## config.mk

```make
export PLATFORM = sky130hd
export DESIGN_NAME = zeroriscy_htif
export DESIGN_NICKNAME = d
export VERILOG_FILES = /design/src/rtl/zeroriscy_htif_pkg.sv /design/src/rtl/zeroriscy_htif_fifo.sv /design/src/rtl/zeroriscy_htif.sv
export SDC_FILE = /design/constraint.sdc
export NUM_CORES = 1
export LEC_CHECK = 0
export BUFFER_PORTS_ARGS = -buffer_cell sky130_fd_sc_hd__buf_2
export CAP_MARGIN = 20
export CORE_MARGIN = 2
export CORE_UTILIZATION = 50
export CTS_BUF_LIST = sky130_fd_sc_hd__clkbuf_8 sky130_fd_sc_hd__clkbuf_16
export CTS_CLUSTER_DIAMETER = 150
export DETAILED_ROUTE_END_ITERATION = 7
export HOLD_SLACK_MARGIN = 0.12
export PLACE_DENSITY_LB_ADDON = 0.12
export SLEW_MARGIN = 20
export SYNTH_ARGS = -nofsm -noshare
export SYNTH_HDL_FRONTEND = slang
export SYNTH_SLANG_ARGS = --single-unit
export TNS_END_PERCENT = 100
```

## constraint.sdc

```tcl
create_clock -name clk -period 2.98 [get_ports clk]
set_input_delay 0.149 -clock clk [delete_from_list [all_inputs] [get_ports clk]]
set_output_delay 0.149 -clock clk [all_outputs]
set_load 0.02 [all_outputs]
```

## src/rtl/zeroriscy_htif_pkg.sv

```systemverilog
// Shared definitions for the zeroriscy host interface: MMIO addresses,
// verdict states and console status register layout.
package zeroriscy_htif_pkg;

  // Default MMIO map seen by the core data port
  localparam logic [31:0] HTIF_TOHOST0  = 32'h80001000;
  localparam logic [31:0] HTIF_TOHOST1  = 32'h80003000;
  localparam logic [31:0] HTIF_TOHOST2  = 32'h8013fffc;
  localparam logic [31:0] HTIF_CON_ADDR = 32'h9a100000;
  localparam logic [31:0] HTIF_CON_STAT = 32'h9a100004;

  // Verdict FSM: RUN until the program reports or runs out of cycles
  typedef enum logic [1:0] {
    ST_RUN  = 2'd0,
    ST_PASS = 2'd1,
    ST_FAIL = 2'd2,
    ST_TMO  = 2'd3
  } verdict_e;

  // Console status word layout: {16'b0, level[7:0], 6'b0, full, empty}
  localparam int STAT_EMPTY_BIT = 0;
  localparam int STAT_FULL_BIT  = 1;
  localparam int STAT_LEVEL_LSB = 8;
  localparam int STAT_LEVEL_MSB = 15;

endpackage

```

## src/rtl/zeroriscy_htif_fifo.sv

```systemverilog
// Generic circular FIFO with an extra pointer MSB to tell full from empty.
// Pushes while full and pops while empty are dropped internally.
module zeroriscy_htif_fifo #(
  parameter int WIDTH = 8,
  parameter int DEPTH = 16
) (
  input  logic                     clk,
  input  logic                     reset,
  input  logic                     push,
  input  logic [WIDTH-1:0]         push_data,
  input  logic                     pop,
  output logic [WIDTH-1:0]         head,
  output logic                     full,
  output logic                     empty,
  output logic [$clog2(DEPTH):0]   level
);

  localparam int AW = $clog2(DEPTH);

  logic [WIDTH-1:0] mem [DEPTH];
  logic [AW:0]      wr_ptr;
  logic [AW:0]      rd_ptr;
  logic             do_push;
  logic             do_pop;

  assign do_push = push & ~full;
  assign do_pop  = pop & ~empty;

  assign empty = (wr_ptr == rd_ptr);
  assign full  = (wr_ptr[AW] != rd_ptr[AW]) && (wr_ptr[AW-1:0] == rd_ptr[AW-1:0]);
  assign level = wr_ptr - rd_ptr;
  assign head  = mem[rd_ptr[AW-1:0]];

  // Advance read/write pointers; reset empties the queue
  always_ff @(posedge clk or posedge reset) begin
    if (reset) begin
      wr_ptr <= '0;
      rd_ptr <= '0;
    end else begin
      if (do_push) wr_ptr <= wr_ptr + 1'b1;
      if (do_pop)  rd_ptr <= rd_ptr + 1'b1;
    end
  end

  // Storage needs no reset: entries are only visible between the pointers
  always_ff @(posedge clk) begin
    if (do_push) mem[wr_ptr[AW-1:0]] <= push_data;
  end

endmodule

```

## src/rtl/zeroriscy_htif.sv

```systemverilog
// Host-interface MMIO slave: tohost verdict latch, console byte FIFO with a
// valid/ready drain, status register and a free-running cycle counter.
module zeroriscy_htif
  import zeroriscy_htif_pkg::*;
#(
  parameter int          CON_DEPTH = 16,
  parameter logic [31:0] TOHOST0   = HTIF_TOHOST0,
  parameter logic [31:0] TOHOST1   = HTIF_TOHOST1,
  parameter logic [31:0] TOHOST2   = HTIF_TOHOST2,
  parameter logic [31:0] CON_ADDR  = HTIF_CON_ADDR,
  parameter logic [31:0] CON_STAT  = HTIF_CON_STAT
) (
  input  logic        clk,
  input  logic        reset,
  input  logic        data_req_i,
  input  logic        data_we_i,
  input  logic [3:0]  data_be_i,
  input  logic [31:0] data_addr_i,
  input  logic [31:0] data_wdata_i,
  output logic        hit_o,
  output logic        data_gnt_o,
  output logic        data_rvalid_o,
  output logic [31:0] data_rdata_o,
  output logic        data_err_o,
  output logic        con_valid_o,
  output logic [7:0]  con_data_o,
  input  logic        con_ready_i,
  input  logic [63:0] max_cycles_i,
  output logic [63:0] cycle_count_o,
  output logic        done_o,
  output logic        pass_o,
  output logic        timeout_o,
  output logic [30:0] fail_code_o
);

  localparam int LVL_W = $clog2(CON_DEPTH) + 1;

  logic             is_tohost;
  logic             is_con;
  logic             is_stat;
  logic             con_wr;
  logic             gnt;
  logic             tohost_wr;
  logic             con_full;
  logic             con_empty;
  logic [LVL_W-1:0] con_level;
  logic [7:0]       level8;
  logic [7:0]       fifo_head;
  logic [31:0]      stat_word;
  logic             timeout_hit;

  logic             rvalid_q;
  logic             err_q;
  logic [31:0]      rdata_q;
  logic [63:0]      cycle_q;
  verdict_e         state_q;
  verdict_e         state_d;
  logic [30:0]      fail_code_q;
  logic [30:0]      fail_code_d;

  // Byte enables never matter here: console takes byte 0, tohost the full word
  logic             unused_be;
  assign unused_be = ^data_be_i;

  assign is_tohost = (data_addr_i == TOHOST0) || (data_addr_i == TOHOST1) ||
                     (data_addr_i == TOHOST2);
  assign is_con    = (data_addr_i == CON_ADDR);
  assign is_stat   = (data_addr_i == CON_STAT);

  assign hit_o     = data_req_i & (is_tohost | is_con | is_stat);
  assign con_wr    = hit_o & data_we_i & is_con;
  // A console write into a full FIFO is stalled by withholding the grant
  assign gnt       = hit_o & ~(con_wr & con_full);
  assign tohost_wr = gnt & data_we_i & is_tohost;

  assign data_gnt_o = gnt;

  zeroriscy_htif_fifo #(
    .WIDTH (8),
    .DEPTH (CON_DEPTH)
  ) u_con_fifo (
    .clk       (clk),
    .reset     (reset),
    .push      (gnt & con_wr),
    .push_data (data_wdata_i[7:0]),
    .pop       (con_valid_o & con_ready_i),
    .head      (fifo_head),
    .full      (con_full),
    .empty     (con_empty),
    .level     (con_level)
  );

  assign con_valid_o = ~con_empty;
  assign con_data_o  = con_empty ? 8'h00 : fifo_head;
  assign level8      = 8'(con_level);

  // Assemble the console status word from the live FIFO flags
  always_comb begin
    stat_word = '0;
    stat_word[STAT_EMPTY_BIT] = con_empty;
    stat_word[STAT_FULL_BIT]  = con_full;
    stat_word[STAT_LEVEL_MSB:STAT_LEVEL_LSB] = level8;
  end

  // One-cycle response pipeline for every granted access
  always_ff @(posedge clk or posedge reset) begin
    if (reset) begin
      rvalid_q <= 1'b0;
      err_q    <= 1'b0;
      rdata_q  <= '0;
    end else begin
      rvalid_q <= gnt;
      err_q    <= gnt & data_we_i & is_stat;
      rdata_q  <= (gnt & ~data_we_i & is_stat) ? stat_word : 32'h0;
    end
  end

  assign data_rvalid_o = rvalid_q;
  assign data_err_o    = err_q;
  assign data_rdata_o  = rdata_q;

  // Saturating cycle counter, keeps running after a verdict
  always_ff @(posedge clk or posedge reset) begin
    if (reset) cycle_q <= '0;
    else if (!(&cycle_q)) cycle_q <= cycle_q + 64'd1;
  end

  assign cycle_count_o = cycle_q;
  assign timeout_hit   = (max_cycles_i != 64'd0) && (cycle_q > max_cycles_i);

  // Verdict state and fail code registers
  always_ff @(posedge clk or posedge reset) begin
    if (reset) begin
      state_q     <= ST_RUN;
      fail_code_q <= '0;
    end else begin
      state_q     <= state_d;
      fail_code_q <= fail_code_d;
    end
  end

  // Next verdict: a real tohost write beats a simultaneous timeout
  always_comb begin
    state_d     = state_q;
    fail_code_d = fail_code_q;
    if (state_q == ST_RUN) begin
      if (tohost_wr && (data_wdata_i != 32'd0)) begin
        if (data_wdata_i == 32'd1) begin
          state_d = ST_PASS;
        end else begin
          state_d     = ST_FAIL;
          fail_code_d = data_wdata_i[31:1];
        end
      end else if (timeout_hit) begin
        state_d = ST_TMO;
      end
    end
  end

  assign done_o      = (state_q != ST_RUN);
  assign pass_o      = (state_q == ST_PASS);
  assign timeout_o   = (state_q == ST_TMO);
  assign fail_code_o = fail_code_q;

endmodule
```

* Word-level counts from Yosys, hierarchy flattened
Memories as Yosys holds them, arrays and structs flattened. Index checks and enable logic that the tools add are counted.
Word-level totals: bits in registers 122, bits in writable memories 128, output and inout bits 143, logic and storage cells 66, memories 1
Operators by class: add/sub/neg operators 4, magnitude comparators 1, eq/ne operators 11, mux-type cells 7, bitwise logic cells 21, reduce and logical (&&, ||, !) cells 13
Memory list:
- u_con_fifo.mem | depth 16, bits a word 8, rd ports 1, clocked after memory_dff 0, wr ports 1, line zeroriscy_htif_fifo.sv:20 | logic [WIDTH-1:0] mem [DEPTH];
Operators by type and width (number):
- $eq 32x32->1 const B | 5
- $add 64x1->64 const B | 1
- $gt 64x64->1 | 1
- $reduce_and 64->1 | 1
- $reduce_bool 64->1 | 1
- $eq 32x1->1 const B | 1
- $reduce_bool 32->1 | 1
- $and 1x1->1 | 14
- $mux 13 | 1
- $add 5x1->5 const B | 2
- $mux 8 | 1
- $mux 2 | 3
- $eq 5x5->1 | 1
- $not 1->1 | 5
- $sub 5x5->5 | 1
- $eq 4x4->1 | 1
- $reduce_bool 2->1 | 2
- $logic_and 1x1->1 | 3
- $reduce_and 3->1 | 1
- $eq 2x1->1 const B | 1
- $eq 2x2->1 const B | 1
- $logic_not 2->1 | 1
- $logic_or 1x1->1 | 2
- $mux 1 | 2
- 3 further kinds | 4

* Longest topological paths before layout
Gate-level depths: netlist (run 1).
depth in word-level cells 16, mapped depth 10, depth with buffers taken out 9

* Cells and area by module
Synthesis (run 1) repeated with hierarchy kept, for this count alone.
Unflattened totals: cells, all modules 987, area total of the unflattened synthesis 12455.7 µm²
By module, submodules not included:
- zeroriscy_htif | instances 1, cells each 688, area an instance 6764.0 µm², sequential area each 2652.5 µm²
- zeroriscy_htif_fifo | instances 1, cells each 299, area an instance 5691.7 µm², sequential area each 4093.9 µm²

* Worst setup path after synthesis (run 1)
OpenSTA, ideal clock, no wires.
path type reg-to-reg, start point register u_con_fifo.rd_ptr[1], end point memory u_con_fifo.mem[3][0], enable pin, data arrival time 2736 ps, data required time 2597 ps, setup slack -139 ps, cell stages (with the launch flop) 11, path buffers 3, period minus slack after synthesis 3119 ps, path through dfrtp_1 > clkbuf_1 > buf_1 > inv_1 > ha_1 > and4_1 > nand2_1 > and4bb_2 > buf_2 > nand2_1 > nor3_1
Between the ends: cells in the longest elaborated chain, start to end 9
Ends and longest elaborated chain:
- from (decl) | line zeroriscy_htif_fifo.sv:22 | logic [AW:0] rd_ptr;
- from (signal assigned) | line zeroriscy_htif_fifo.sv:41 | if (do_pop) rd_ptr <= rd_ptr + 1'b1;
- $eq 4x4->1 (*) | line zeroriscy_htif_fifo.sv:30 | assign full = (wr_ptr[AW] != rd_ptr[AW]) && (wr_ptr[AW-1:0] == rd_ptr[AW-1:0]);
- $logic_and 1x1->1 (*) | line zeroriscy_htif_fifo.sv:30
- $and 1x1->1 | line zeroriscy_htif.sv:73 | assign gnt = hit_o & ~(con_wr & con_full);
- $not 1->1 | line zeroriscy_htif.sv:73
- $and 1x1->1 | line zeroriscy_htif.sv:73
- $and 1x1->1 | line zeroriscy_htif.sv:84 | .push (gnt & con_wr),
- $and 1x1->1 (*) | line zeroriscy_htif_fifo.sv:26 | assign do_push = push & ~full;
- $mux 1 (*) | line zeroriscy_htif_fifo.sv:47 | if (do_push) mem[wr_ptr[AW-1:0]] <= push_data;
- $mux 1 (implied by the code) (*) | line zeroriscy_htif_fifo.sv:47
- to (decl) | line zeroriscy_htif_fifo.sv:20
Every way passes the cells marked *; elsewhere a longest branch is shown, timed or not.

* Final worst setup path (run 1)
start point register u_con_fifo.rd_ptr[0], end point output port con_data_o[5]
Between the ends: cells in the longest elaborated chain, start to end 2
Ends and longest elaborated chain:
- $mem_v2 16x8 / $eq 5x5->1 (equally long branches)
- $mux 8 (*) | line zeroriscy_htif.sv:94 | assign con_data_o = con_empty ? 8'h00 : fifo_head;
- to (decl) | line zeroriscy_htif.sv:26 | output logic [7:0] con_data_o,
Marked as above.

==> results of run 1 <==
[metal layers]
metal | routed length [µm] | GRT usage (%) | vias up | share of wire (%)
li1 | - | - | 4195 | -
met1 | 13200 | 32.3 | 4267 | 43
met2 | 15600 | 41.4 | 259 | 50
met3 | 1660 | 3.11 | 34 | 5.4
met4 | 476 | 5.03 | 0 | 1.5
met5 | 0 | 0 | - | 0
[worst register-to-register path: cells and delay by family (launching register included)]
kind | cells | cell delay [ns]
compound gates | 4 | 0.86
simple gates | 3 | 0.82
flops | 1 | 0.45
fa+ha+maj | 1 | 0.36
[final cells by class]
cell class | count | area share, %
clock buffers | 27 | 4.26
well taps | 324 | 2.60
inverters | 79 | 1.93
multi-input cells | 609 | 33.0
repair buffers | 337 | 13.1
flip-flops and latches | 244 | 43.3
clock inverters | 21 | 1.82
[how the worst max path moves through the flow]
| stage | end | cells past startpoint |
|---|---|---|
| after floorplan | u_con_fifo.mem[1][0] | 10 |
| after global placement | fail_code_o[22] | 8 |
| after detailed placement | fail_code_o[4] | 8 |
| after CTS | con_data_o[1] | 5 |
| after global routing | con_data_o[5] | 5 |
| final | con_data_o[5] | 5 |
[logic make-up (layout without fill, tap and decap cells)]
kind of cell,count (synthesis),in the layout
other cells,1,25
mux,72,72
flops,244,244
xor+xnor,74,74
fa+ha+maj,75,75
simple gates,300,300
compound gates,63,63
buf+inv,126,464
[power groups by stage]
stage               sequential (W)  clock (W)  combinational (W)
floorplan                  0.00368          0            0.00133
global placement           0.00369          0            0.00188
detailed placement         0.00369          0            0.00190
CTS                        0.00362    0.00357            0.00195
global route               0.00362    0.00371            0.00208
finish                     0.00362    0.00350            0.00191
[synth_stat cells, types with 30 or more instances]
library cell | number | area (µm²)
mux2_4 | 30 | 450
nand3_1 | 34 | 170
xnor2_1 | 50 | 438
dfrtp_1 | 116 | 2900
a21oi_1 | 30 | 150
nand4_1 | 51 | 319
nor2_1 | 41 | 154
edfxtp_1 | 128 | 3840
nor4_1 | 35 | 219
inv_1 | 78 | 293
mux4_2 | 40 | 901
ha_1 | 74 | 926
nand2_1 | 49 | 184
[sequential cells by signal, summed over array words and instances (netlist names)]
name,cells
u_con_fifo.wr_ptr,5
fail_code_o,31
data_rvalid_o,1
cycle_count_o,64
data_err_o,1
u_con_fifo.mem,128
state_q,2
data_rdata_o,7
u_con_fifo.rd_ptr,5
[per-stage QoR]
stage	util [%]	cell area, µm²	power [W]	setup WS (ns)
final	64.1	15600	0.00904	0.218
after detailed placement	58.5	14200	0.00558	0.338
after floorplan	-	12500	0.00501	-0.122
after global routing	64.1	15600	0.00942	0.123
after CTS	64.1	15600	0.00914	0.201
after global placement	58.5	14200	0.00557	0.343
==> impl_metrics.ini, run 1 <==
[place]
port_buffers = 250
hpwlAfterDp_mm = 22.4
place.gp.congestion = 0.896
dpl.cell_count = 1552

[global_routing]
grt_overflow = 0
grt_max_degree = 71
first_global_vias = 8852
track_usage_pct = 23.8
grt_first_pass_wirelength_mm = 48.3
antenna_found_initial = 0

[pwr]
sw_frac_of_total_pct = 26.1
p_comb_share_pct = 21.2
switchingPower_w = 0.00236
intPower_w = 0.00668
pwr-share-clk_pct = 38.8
seqPwrFrac_pct = 40.1
leakagePower_nw = 7.31
cellPowerDensity_nw_per_um2 = 579
ir_worst_vdd_uv = 506

[sta]
min_period_over_period_pct = 92.7
tightest_slew_ns = 0.788
finClkSkew_ns = 0.0237
rsz0062_at_grt = no
period_minus_slack_ns = 2.76
fin_setup_tns_ns = 0
finalMaxSlewViolations = 0
hold_viol_final = 0
setup_viol = 0
max_slew_margin_pct = 47.4
holdWs_ns = 0.186
clock.fmax_mhz = 362

[run]
drv_cap = 0

[synthesis]
ys_types = 58
syn_area_um2 = 12400
synth_edf_count = 128
synth_xor_area_share_pct = 5.22
ys.flop_type = edfxtp_1
synthArstFlopShare_pct = 47.5
synth.avg_cell_area_um2 = 13.0
synth_compound_area_share_pct = 3.14
yosys.area_share.simple_pct = 13.6
yosysSeqAreaShare_pct = 54.3
synth_mux_area_share_pct = 11.1
syn_inst = 955
yosys_warnings = 0
yosys_register_bits = 244
synthAdderAreaFrac_pct = 7.62
synth_top_family_by_area = simple AND/OR/NAND/NOR gates

[final_layout]
nets = 1509
multi_input_area_um2 = 5150
drive_above_1_share_pct = 32.5
final_common_cell = buf_2
layout.area.seq_um2 = 6750
insertedDiodeCount = 0
instances_no_fill = 1641
syn2layout_area_growth_pct = 25.6
most-common-layout-cells = 250 x buf_2, 128 x edfxtp_1, 115 x dfrtp_1, 78 x inv_1, 74 x ha_1
fill_cells = 1901

[worst_setup_path]
r2r_cells = 8
cp_top_family = multiplexers
cp.arrival_ns = 2.61
end_kind = output port
crit_path_max_incr_delay_ns = 0.60
worstReg2RegStart = cycle_count_o[46]
reg2reg_slack_ns = 0.36
worst_path_most_repeated_cell = mux4_2
timing.rr.end = state_q[0]
crit_path_top_delay_cell = mux4_2
crit_buf_inv = 2
worstSetupPathType = reg -> out
critPathMaxFanout = 35
cp_data_required_time_ns = 2.83
startpoint_type = register
path_cells = buf_12 > mux4_2 > mux4_2 > nor2b_1 > buf_2
crit_start = u_con_fifo.rd_ptr[0]

[clock_network]
cts_buffers = 26
post-cts-setup-buffer-count = 0
post_cts_resized = 0
ctsHoldBuffers = 41
clkSlewWorstSetupHoldPaths_ns = 0.06
cts.path.max_buffers = 3
cts.sinks = 244
cts-root-buf = clkbuf_16
cts_tree = built
cts_htree_levels = 1
insertion_delay_ns = 0.54

[route]
drt_iter0_markers = 600
via_per_inst = 5.34
wl_mm = 31.0
firstDrtPassIters = 4
drc = 0
wl_per_cell_um = 18.9
ant_nets = 0
vias = 8755

[floorplanning]
die-area_um2 = 26100
fp.dieW_um = 162
io_pins = 280
start_util_pct = 51.1
core_area_um2 = 24300
die_h_um = 162
row_count = 57

[hold_path]
worstHoldPathCells = 6
min_path_type = in -> reg
holdPathEnd = state_q[0]
worstHoldStart = data_addr_i[19]

[outcome]
status = complete, no violations
(Power assumes the default switching activity.)
==> run 2, diff against run 1 <==
--- a/config.mk
+++ b/config.mk
@@ -8,8 +8,8 @@
 export BUFFER_PORTS_ARGS = -buffer_cell sky130_fd_sc_hd__buf_2
 export CAP_MARGIN = 20
 export CORE_MARGIN = 2
-export CORE_UTILIZATION = 50
-export CTS_BUF_LIST = sky130_fd_sc_hd__clkbuf_8 sky130_fd_sc_hd__clkbuf_16
+export CORE_UTILIZATION = 51
+export CTS_BUF_LIST = sky130_fd_sc_hd__clkbuf_4 sky130_fd_sc_hd__clkbuf_8
 export CTS_CLUSTER_DIAMETER = 150
 export DETAILED_ROUTE_END_ITERATION = 7
 export HOLD_SLACK_MARGIN = 0.12
==> impl_metrics.ini, run 2 (synthesis results as in run 1) <==
[pwr]
intPower_w = 0.00632
switchingPower_w = 0.00236
seqPwrFrac_pct = 41.7
p_comb_share_pct = 21.9
sw_frac_of_total_pct = 27.2
ir_worst_vdd_uv = 558
leakagePower_nw = 7.31
cellPowerDensity_nw_per_um2 = 561
power.total_w = 0.00868
pwr-share-clk_pct = 36.4

[route]
via_per_inst = 5.40
wl_per_cell_um = 18.5
drc = 0
vias = 9000
ant_nets = 0
firstDrtPassIters = 5
wl_mm = 30.9
drt_iter0_markers = 500

[worst_setup_path]
reg2reg_slack_ns = 0.35
worstSetupPathType = reg -> out
crit_path_max_incr_delay_ns = 0.59
crit_buf_inv = 2
worstReg2RegStart = cycle_count_o[63]
crit_cells = 5
end_kind = output port
startpoint_type = register
cp.arrival_ns = 2.59
r2r_cells = 9
critPathMaxFanout = 22
cp_data_required_time_ns = 2.83
crit_path_top_delay_cell = mux4_2
worst_path_most_repeated_cell = mux4_2
path_cells = buf_6 > mux4_2 > mux4_2 > nor2b_1 > buf_2
cp_top_family = multiplexers
timing.rr.end = state_q[0]

[place]
pre_cts_ws_ns = 0.308
port_buffers = 250
place.gp.congestion = 0.871
hpwlAfterDp_mm = 22.5

[floorplanning]
core_area_um2 = 24100
die_h_um = 160
fp.dieW_um = 160
io_pins = 280
die-area_um2 = 25600
start_util_pct = 51.5
row_count = 57

[global_routing]
grt_first_pass_wirelength_mm = 48.5
track_usage_pct = 24.2
grt_max_degree = 35
antenna_found_initial = 0
grt_overflow = 0
first_global_vias = 8979

[clock_network]
cts_htree_levels = 2
cts-root-buf = clkbuf_8
cts.path.max_buffers = 3
cts.sinks = 244
cts_buffers = 41
post-cts-setup-buffer-count = 0
clkSlewWorstSetupHoldPaths_ns = 0.06
cts_tree = built
insertion_delay_ns = 0.55

[run]
drv_cap = 0

[final_layout]
final_common_cell = buf_2
fill_cells = 1954
largest_register_ffs = 128
fin_util_pct = 64.3
drive_above_1_share_pct = 33.8
most-common-layout-cells = 250 x buf_2, 128 x edfxtp_1, 115 x dfrtp_1, 77 x inv_1, 74 x ha_1
insertedDiodeCount = 0
nets = 1521
syn2layout_area_growth_pct = 24.7

[hold_path]
worstHoldPathCells = 7
worstHoldStart = data_addr_i[23]
holdPathEnd = state_q[1]
min_path_type = in -> reg

[sta]
finalMaxSlewViolations = 0
hold_viol_final = 0
clock.fmax_mhz = 366
period_minus_slack_ns = 2.73
max_slew_margin_pct = 46.7
tightest_slew_ns = 0.797
finClkSkew_ns = 0.0236
rsz0062_at_grt = no
finalWorstSetupSlack_ns = 0.246
holdWs_ns = 0.166
min_period_over_period_pct = 91.8
setup_viol = 0

[outcome]
status = complete, no violations
-- run 2: changes by cell type in the layout (fill, tap and decap cells not counted), sizes merged --
cell / previous run / this run
buf: 296 / 294
bufinv: 6 / 2
clkbuf: 27 / 61
clkinv: 7 / 11
clkinvlp: 7 / 1
dlygate4sd3: 41 / 40
-- run 2: worst max-delay path by stage --
stage | start | to | slack (ns)
5_1_grt | u_con_fifo.rd_ptr[0] | con_data_o[7] | 0.11
4_1_cts | u_con_fifo.rd_ptr[0] | con_data_o[0] | 0.09
2_1_floorplan | u_con_fifo.rd_ptr[1] | u_con_fifo.mem[1][0] | -0.12
6_report | u_con_fifo.rd_ptr[0] | con_data_o[3] | 0.25
3_3_place_gp | data_addr_i[8] | fail_code_o[22] | 0.32
3_5_place_dp | data_addr_i[8] | fail_code_o[22] | 0.31
-- run 2: tightest hold or removal path, cell delays in order --
cell     delay, ns
buf_2         0.08
nor4_1        0.05
nand4_1       0.06
or3_2         0.14
nor3_1        0.05
nor2_1        0.07
o31ai_1       0.07
-- run 2: power groups by stage --
stage,clock (W),combinational (W),sequential [W]
floorplan,0,0.00133,0.00368
global placement,0,0.00187,0.00368
detailed placement,0,0.00188,0.00369
CTS,0.00323,0.00193,0.00362
global route,0.00338,0.00207,0.00362
finish,0.00316,0.00190,0.00362
-- run 2: layer usage --
layer	GRT usage (%)	share of wire [%]	up-vias
li1	-	-	4230
met1	32.5	43	4415
met2	40.0	49	290
met3	4.44	5.4	65
met4	8.23	2.7	0
met5	0	0	-
-- run 2: timing repair --
action                                  4_1_cts  5_1_grt
endpoints found under the setup margin        0        1
hold buffers                                 40        0
hold endpoints to repair                    186        0
resized for setup                             0        1
-- run 2: layout make-up --
class / count / area, µm² / share of cell area [%]
sequential: 244 / 6750 / 43.6
tap: 324 / 405 / 2.62
clock buffer: 61 / 746 / 4.81
inverter: 79 / 300 / 1.94
clock inverter: 15 / 143 / 0.921
timing repair buffer: 334 / 2000 / 12.9
multi-input combinational: 609 / 5150 / 33.2
-- run 2: through the flow --
| stage | TNS [ns] | cell area, µm² | instances |
|---|---|---|---|
| after global placement | 0 | 14200 | 1550 |
| after CTS | 0 | 15500 | 1666 |
| after floorplan | -1.95 | 12500 | 979 |
| after global routing | 0 | 15500 | 1666 |
| final | 0 | 15500 | 1666 |
| after detailed placement | 0 | 14200 | 1550 |
==> run 3, diff against run 2 <==
--- a/config.mk
+++ b/config.mk
@@ -7,7 +7,6 @@
 export LEC_CHECK = 0
 export BUFFER_PORTS_ARGS = -buffer_cell sky130_fd_sc_hd__buf_2
 export CAP_MARGIN = 20
-export CORE_MARGIN = 2
 export CORE_UTILIZATION = 51
 export CTS_BUF_LIST = sky130_fd_sc_hd__clkbuf_4 sky130_fd_sc_hd__clkbuf_8
 export CTS_CLUSTER_DIAMETER = 150
==> impl_metrics.ini, run 3 (synthesis results as in run 1) <==
[clock_network]
clkSlewWorstSetupHoldPaths_ns = 0.06
cts-root-buf = clkbuf_8
cts_tree = built
cts.sinks = 244
insertion_delay_ns = 0.56
cts.path.max_buffers = 3
cts_htree_levels = 2
post-cts-setup-buffer-count = 0
post_cts_resized = 0
cts_buffers = 42

[floorplanning]
start_util_pct = 52.4
io_pins = 280
core_area_um2 = 23700
fp.dieW_um = 158
die-area_um2 = 25000
row_count = 56
die_h_um = 158

[final_layout]
final_common_cell = buf_2
drive_above_1_share_pct = 33.7
largest_register_ffs = 128
insertedDiodeCount = 0
most-common-layout-cells = 250 x buf_2, 128 x edfxtp_1, 115 x dfrtp_1, 77 x inv_1, 74 x ha_1
fill_cells = 1858
syn2layout_area_growth_pct = 24.5
instances_no_fill = 1660
nets = 1521

[worst_setup_path]
timing.rr.end = state_q[0]
end_kind = output port
critPathMaxFanout = 35
crit_cells = 5
crit_path_max_incr_delay_ns = 0.58
crit_path_end = con_data_o[3]
path_cells = buf_12 > mux4_2 > mux4_2 > nor2b_1 > buf_2
worstSetupPathType = reg -> out
cp.arrival_ns = 2.60
worst_path_most_repeated_cell = mux4_2
cp_top_family = multiplexers
r2r_cells = 8
cp_data_required_time_ns = 2.83
worstReg2RegStart = cycle_count_o[46]
crit_path_top_delay_cell = mux4_2
crit_buf_inv = 2
startpoint_type = register
crit_start = u_con_fifo.rd_ptr[0]
reg2reg_slack_ns = 0.48

[sta]
clock.fmax_mhz = 364
tightest_slew_ns = 0.796
hold_viol_final = 0
fin_setup_tns_ns = 0
min_period_over_period_pct = 92.2
setup_viol = 0
finClkSkew_ns = 0.0228
finalWorstSetupSlack_ns = 0.232
finalMaxSlewViolations = 0
holdWs_ns = 0.212
period_minus_slack_ns = 2.75
rsz0062_at_grt = no
max_slew_margin_pct = 46.8

[global_routing]
grt_max_degree = 88
first_global_vias = 8662
antenna_found_initial = 0
grt_first_pass_wirelength_mm = 47.2
grt_overflow = 0
track_usage_pct = 25.0

[place]
hpwlAfterDp_mm = 21.9
port_buffers = 250
dpl.cell_count = 1544
place.gp.congestion = 0.876
pre_cts_ws_ns = 0.308

[route]
wl_per_cell_um = 18.4
firstDrtPassIters = 5
via_per_inst = 5.37
wl_mm = 30.5
vias = 8916
drt_iter0_markers = 466
ant_nets = 0
drc = 0

[pwr]
cellPowerDensity_nw_per_um2 = 555
ir_worst_vdd_uv = 461
power.total_w = 0.00858
leakagePower_nw = 7.29

[hold_path]
worstHoldPathCells = 6
min_path_type = in -> reg

[run]
drv_cap = 0

[outcome]
status = complete, no violations
[run 3: cell count changes in the layout (fill, tap and decap cells not counted)]
| cell | before | now |
|---|---|---|
| buf_12 | 1 | 3 |
| buf_4 | 42 | 40 |
| buf_6 | 1 | 0 |
| bufinv_16 | 2 | 0 |
| clkbuf_4 | 15 | 16 |
| clkbuf_8 | 46 | 48 |
| clkinv_1 | 3 | 4 |
| clkinv_2 | 7 | 4 |
| clkinvlp_4 | 1 | 3 |
| inv_6 | 1 | 0 |
[run 3: tightest hold or removal path: stages]
cell and delay, ns:
buf_2 0.08, nor4b_1 0.05, nand4_1 0.08, or3_2 0.16, o21a_1 0.14, o31ai_1 0.06
[run 3: power breakdown]
group	switching [W]	internal [W]	total, W	leakage, nW
clock network	0.00137	0.00169	0.00305	0.454
logic	0.000974	0.000931	0.00191	4.11
registers	0.0000322	0.00359	0.00363	2.73
total	0.00237	0.00621	0.00858	7.29
[run 3: area by class of cell]
type                            count  area (µm²)  area share, %
Multi-Input combinational cell    609        5150           33.3
Inverter                           79         300           1.94
Clock buffer                       64         781           5.05
Timing Repair Buffer              333        2010           13.0
Clock inverter                     12        77.6          0.502
Sequential cell                   244        6750           43.6
Tap cell                          319         399           2.58
[run 3: through the flow]
stage                     area, µm²  util, %
after CTS                     15500     65.3
after global placement        14200     60.0
final                         15500     65.3
after global routing          15500     65.3
after floorplan               12500        -
after detailed placement      14200     60.0
[run 3: worst min path at each step]
stage	from	end
4_1_cts	data_addr_i[18]	state_q[0]
3_3_place_gp	reset	cycle_count_o[4]
5_1_grt	data_addr_i[22]	state_q[0]
6_report	data_addr_i[18]	state_q[0]
3_5_place_dp	reset	cycle_count_o[4]
2_1_floorplan	data_wdata_i[0]	u_con_fifo.mem[0][0]
[run 3: repair_timing]
action,CTS,global route
hold endpoints to repair,197,0
setup endpoints to repair,0,0
hold buffers,40,0
[run 3: routing by layer]
metal | vias to the layer above | track usage (%) | wire length (µm) | part of all wire [%]
met5 | - | 0 | 0 | 0
met4 | 0 | 7.42 | 636 | 2.1
li1 | 4217 | - | - | -
met1 | 4376 | 34.2 | 13400 | 44
met2 | 270 | 40.5 | 14800 | 48
met3 | 53 | 4.82 | 1760 | 5.8
